==> src/rtl/osd_avalon_pkg.sv <==
// rtl/osd_avalon_pkg.sv - shared constants and FSM encoding for the OSD Avalon-MM master
package osd_avalon_pkg;

  localparam int DATA_W             = 32;
  localparam int TIMEOUT_CYCLES_DEF = 255;
  localparam int LAT_W              = 4;

  typedef enum logic [1:0] {
    ST_IDLE  = 2'd0,
    ST_BUS   = 2'd1,
    ST_RDLAT = 2'd2
  } state_e;

endpackage

==> src/rtl/osd_avalon_master.sv <==
// rtl/osd_avalon_master.sv - command/response to Avalon-MM master for the OSD register file
// Optional waitrequest timeout abort enabled by defining OSD_AVM_TIMEOUT_EN.
module osd_avalon_master
  import osd_avalon_pkg::*;
#(
  parameter int ADDR_WIDTH     = 3,
  parameter int READ_LATENCY   = 1,
  parameter int TIMEOUT_CYCLES = TIMEOUT_CYCLES_DEF
) (
  input  logic                  clk,
  input  logic                  rst,
  input  logic                  cmd_valid,
  output logic                  cmd_ready,
  input  logic                  cmd_write,
  input  logic [ADDR_WIDTH-1:0] cmd_address,
  input  logic [DATA_W-1:0]     cmd_writedata,
  output logic                  rsp_valid,
  output logic [DATA_W-1:0]     rsp_readdata,
  output logic                  rsp_error,
  output logic [ADDR_WIDTH-1:0] av_address,
  output logic                  av_read,
  output logic                  av_write,
  output logic [DATA_W-1:0]     av_writedata,
  input  logic [DATA_W-1:0]     av_readdata,
  input  logic                  av_waitrequest
);

  state_e                state_q, state_d;
  logic                  cmd_ready_q, cmd_ready_d;
  logic [ADDR_WIDTH-1:0] av_address_q, av_address_d;
  logic                  av_read_q, av_read_d;
  logic                  av_write_q, av_write_d;
  logic [DATA_W-1:0]     av_writedata_q, av_writedata_d;
  logic                  rsp_valid_q, rsp_valid_d;
  logic [DATA_W-1:0]     rsp_readdata_q, rsp_readdata_d;
  logic                  rsp_error_q, rsp_error_d;
  logic [LAT_W-1:0]      lat_q, lat_d;

`ifdef OSD_AVM_TIMEOUT_EN
  localparam int TW = $clog2(TIMEOUT_CYCLES + 1);
  logic [TW-1:0] tout_q, tout_d;
`endif

  always_comb begin
    state_d        = state_q;
    cmd_ready_d    = cmd_ready_q;
    av_address_d   = av_address_q;
    av_read_d      = av_read_q;
    av_write_d     = av_write_q;
    av_writedata_d = av_writedata_q;
    rsp_valid_d    = 1'b0;
    rsp_readdata_d = rsp_readdata_q;
    rsp_error_d    = rsp_error_q;
    lat_d          = lat_q;
`ifdef OSD_AVM_TIMEOUT_EN
    tout_d         = tout_q;
`endif
    case (state_q)
      ST_IDLE: begin
        if (cmd_valid && cmd_ready_q) begin
          av_address_d   = cmd_address;
          av_writedata_d = cmd_writedata;
          av_write_d     = cmd_write;
          av_read_d      = !cmd_write;
          cmd_ready_d    = 1'b0;
          state_d        = ST_BUS;
`ifdef OSD_AVM_TIMEOUT_EN
          tout_d         = '0;
`endif
        end
      end
      ST_BUS: begin
        if (!av_waitrequest) begin
          av_read_d  = 1'b0;
          av_write_d = 1'b0;
          if (av_write_q) begin
            state_d        = ST_IDLE;
            cmd_ready_d    = 1'b1;
            rsp_valid_d    = 1'b1;
            rsp_readdata_d = '0;
            rsp_error_d    = 1'b0;
          end else begin
            lat_d   = LAT_W'(READ_LATENCY - 1);
            state_d = ST_RDLAT;
          end
        end
`ifdef OSD_AVM_TIMEOUT_EN
        // Abort on the TIMEOUT_CYCLES-th consecutive stalled edge.
        else if (tout_q == TW'(TIMEOUT_CYCLES - 1)) begin
          av_read_d      = 1'b0;
          av_write_d     = 1'b0;
          state_d        = ST_IDLE;
          cmd_ready_d    = 1'b1;
          rsp_valid_d    = 1'b1;
          rsp_readdata_d = '0;
          rsp_error_d    = 1'b1;
        end else begin
          tout_d = tout_q + 1'b1;
        end
`endif
      end
      ST_RDLAT: begin
        if (lat_q == '0) begin
          rsp_readdata_d = av_readdata;
          rsp_valid_d    = 1'b1;
          rsp_error_d    = 1'b0;
          cmd_ready_d    = 1'b1;
          state_d        = ST_IDLE;
        end else begin
          lat_d = lat_q - 1'b1;
        end
      end
      default: begin
        state_d     = ST_IDLE;
        cmd_ready_d = 1'b1;
      end
    endcase
  end

  always_ff @(posedge clk) begin
    if (rst) begin
      state_q        <= ST_IDLE;
      cmd_ready_q    <= 1'b1;
      av_address_q   <= '0;
      av_read_q      <= 1'b0;
      av_write_q     <= 1'b0;
      av_writedata_q <= '0;
      rsp_valid_q    <= 1'b0;
      rsp_readdata_q <= '0;
      rsp_error_q    <= 1'b0;
      lat_q          <= '0;
`ifdef OSD_AVM_TIMEOUT_EN
      tout_q         <= '0;
`endif
    end else begin
      state_q        <= state_d;
      cmd_ready_q    <= cmd_ready_d;
      av_address_q   <= av_address_d;
      av_read_q      <= av_read_d;
      av_write_q     <= av_write_d;
      av_writedata_q <= av_writedata_d;
      rsp_valid_q    <= rsp_valid_d;
      rsp_readdata_q <= rsp_readdata_d;
      rsp_error_q    <= rsp_error_d;
      lat_q          <= lat_d;
`ifdef OSD_AVM_TIMEOUT_EN
      tout_q         <= tout_d;
`endif
    end
  end

  assign cmd_ready    = cmd_ready_q;
  assign av_address   = av_address_q;
  assign av_read      = av_read_q;
  assign av_write     = av_write_q;
  assign av_writedata = av_writedata_q;
  assign rsp_valid    = rsp_valid_q;
  assign rsp_readdata = rsp_readdata_q;
  assign rsp_error    = rsp_error_q;

endmodule

==> config.mk <==
export PLATFORM = sky130hd
export DESIGN_NAME = osd_avalon_master
export DESIGN_NICKNAME = d
export VERILOG_FILES = /design/src/rtl/osd_avalon_pkg.sv /design/src/rtl/osd_avalon_master.sv
export SDC_FILE = /design/constraint.sdc
export NUM_CORES = 1
export LEC_CHECK = 0
export CAP_MARGIN = 10
export CORE_UTILIZATION = 25
export DETAILED_ROUTE_END_ITERATION = 12
export PLACE_DENSITY_LB_ADDON = 0.05
export SYNTH_ARGS = -nofsm -noshare
export SYNTH_HDL_FRONTEND = slang
export SYNTH_SLANG_ARGS = --single-unit
==> constraint.sdc <==
create_clock -name clk -period 2.05 [get_ports clk]
set_input_delay 0.205 -clock clk [delete_from_list [all_inputs] [get_ports clk]]
set_output_delay 0.205 -clock clk [all_outputs]
set_load 0.02 [all_outputs]
==> reports/metrics.csv <==
metric;value;unit
Setup crit start kind;flip-flop;
# clock sinks;77;
cells along the critical path;inv_1, ha_1, or3b_4, a221o_1, buf_12, a22o_1;
initial antenna violation count;0;
Die Area;11700;um2
total gr overflow;0;
critical path data arrival time;2.12;ns
R2R Path End;rsp_readdata[7];
deepest clock path buffer count;2;
yosys warns;0;
Synth Area in XOR/XNOR;0.00312;
share of the synthesized area in the top cell type;0.549;
hold depth;3;
critical path's slowest cell;or3b_4;
vias in the first global route;2429;
final WL;7.85;mm
Final Setup Violations;0;
Worst-Margin Slew;0.516;ns
first-pass GRT wire length;12.2;mm
H-tree levels;3;
via count;2605;
Die Ht;108;um
Seq cells post-synth;77;
mux share of post-synthesis cell area;0.00713;
fillers;1122;
Mean Syn Cell Area;9.55;um2
most frequent cells in the layout;clkdlybuf4s50_1 (142), dfxtp_1 (77), nand2_1 (74), a21oi_1 (38), a22o_1 (32);
asr flop ratio synth;0;
setup_tns;0;ns
Final Hold Viols;0;
adder-cell share of the synthesized area;0.0312;
CP Class;flip-flop to flip-flop;
Slew Viols, Final;0;
CTS Buf Count;9;
Slew HR;0.654;
Tmin final;1.90;ns
hold buffer count at cts;0;
PwrDens;1010;nW/um2
fmax;527;MHz
Hold EP;av_writedata[7];
Final Net Count;515;
postcts setup bufs;0;
initial core utilization;0.258;
post_cts resized;0;
hold crit path type;primary input to flip-flop;
RSZ-0062 raised after global routing;false;
Hold Slack;0.399;ns
Worst R2R Path Depth;6;
R2R setup slack;0.15;ns
peak supply drop;0.348;mV
GP Congestion;0.719;
leakage;1.69;nW
post-synthesis simple-gate area fraction;0.152;
Rows;38;
initial drt markers;122;
CP Max Fanout;32;
vias per std cell;4.49;
Buffers on Ports;142;
commonest non-fill, non-tap cell in the layout;clkdlybuf4s50_1;
Worst Hold Launch;cmd_writedata[7];
CTS tree;yes;
status;complete, no violations;
top area cells in the synthesized netlist;dfxtp_1 (55%), a22o_1 (10%), nand2_1 (9.9%), a21oi_1 (6.8%), ha_1 (3.1%);
Area growth syn-to-layout;63.9;%
reg-to-reg startpoint;lat_q[0];
Worst Skew;0.0176;ns
Core ar.;10900;um2
leading area contributor after synthesis;dfxtp_1;
Seq/Total Area, Yosys;0.549;
GRT Overall Usage;0.134;
post-synth cell types;40;
part of the cycle the worst path needs;0.926;
largest family of logic cells by synthesized area;compound AO/OA/AOI/OAI gates;
Routed Antenna Nets;0;
ant diodes;0;
Worst EP required;2.27;ns
DP HPWL;5.29;mm
total power;4.65;mW
Most used DFF post-synth;dfxtp_1;
Critical Path Max Stage Delay;0.41;ns
drc violations;0;
die width;108;um
CTS root buf;clkbuf_8;
max-cap viol count;0;
first-pass iteration count of the detailed router;4;
post-synthesis compound-gate area fraction;0.213;
IO Count;144;
layout cells sized above 1;0.0545;
drt wl/cell;13.5;um
CP Capture Type;flip-flop;
Post-Syn Area;2810;um2
Mapped Nets;373;
Cells after Synth;294;
clock transition at the registers of the reported paths;0.09;ns
Post-synth EDFFs;0;
Skew-Pair Late Insertion Delay;0.34;ns
largest net degree at the start of global routing;39;
logic make-up after synthesis:
family                     after synthesis
AOI/OAI and AO/OA                       85
xor gates and xnor gates                 1
adders and majority gates                7
buffers and inverters                   25
DFF                                     77
muxes                                    2
other                                    1
and+or+nand+nor                         96
state kept, by name, indices dropped and copies added, names as in the netlist:
signal	count
av_address	3
rsp_valid	1
av_read	1
lat_q	4
cmd_ready	1
av_writedata	32
rsp_readdata	32
state_q	2
av_write	1
Yosys cell counts (2+ instances only):
cell and instances:
a211oi_1 2, a21oi_1 38, a221o_1 2, a22o_1 32, and3_1 2, buf_2 3, buf_6 3, clkbuf_1 12
dfxtp_1 77, ha_1 7, inv_1 6, mux2i_1 2, nand2_1 74, nand2b_1 3, nand3_1 2, nand3b_1 3
nor2_1 2, nor2b_1 2
power by group:
group,internal (mW),switching (mW)
Sequential,1.70,0.114
Clock,0.561,0.565
Combinational,0.768,0.942
critical path: cells and delay by family (launching register included):
kind                       cells  cell delay [ns]
buffers and inverters          2             0.26
and+or+nand+nor                1             0.41
AOI/OAI and AO/OA              2             0.61
adders and majority gates      1             0.16
DFF                            1             0.34
layer usage:
metal | GRT usage | wire length, um | vias up
li1 | - | - | 1308
met1 | 0.169 | 3560 | 1171
met2 | 0.193 | 3250 | 116
met3 | 0.0645 | 927 | 10
met4 | 0.0607 | 108 | 0
met5 | 0 | 0 | -
per-stage QoR:
step	setup slack [ns]	area, um2	util	std cells
6_report	0.151	4600	0.423	580
5_1_grt	0.0759	4600	0.423	580
4_1_cts	0.143	4600	0.423	580
3_5_place_dp	0.0707	4410	0.405	565
3_3_place_gp	0.121	4410	0.405	565
2_1_floorplan	0.245	2810	-	294
layout make-up:
| cell class | count | area [um2] | area share |
|---|---|---|---|
| clock buffers | 10 | 128 | 0.0277 |
| clock inverters | 5 | 60.1 | 0.0131 |
| inverters | 6 | 22.5 | 0.00490 |
| multi-input cells | 192 | 1150 | 0.251 |
| flip-flops and latches | 77 | 1540 | 0.335 |
| well taps | 140 | 175 | 0.0381 |
| repair buffers | 150 | 1520 | 0.330 |
how the worst max path moves through the flow:
stage          startpoint          endpoint  slack [ns]  cells after the start
3_3_place_gp          rst          lat_q[1]        0.12                      5
4_1_cts          lat_q[0]   rsp_readdata[7]        0.14                      6
3_5_place_dp          rst          lat_q[1]        0.07                      5
6_report         lat_q[0]   rsp_readdata[7]        0.15                      6
5_1_grt          lat_q[1]  rsp_readdata[23]        0.08                      6
2_1_floorplan    lat_q[0]   rsp_readdata[0]        0.24                      6
(Power assumes the default switching activity.)
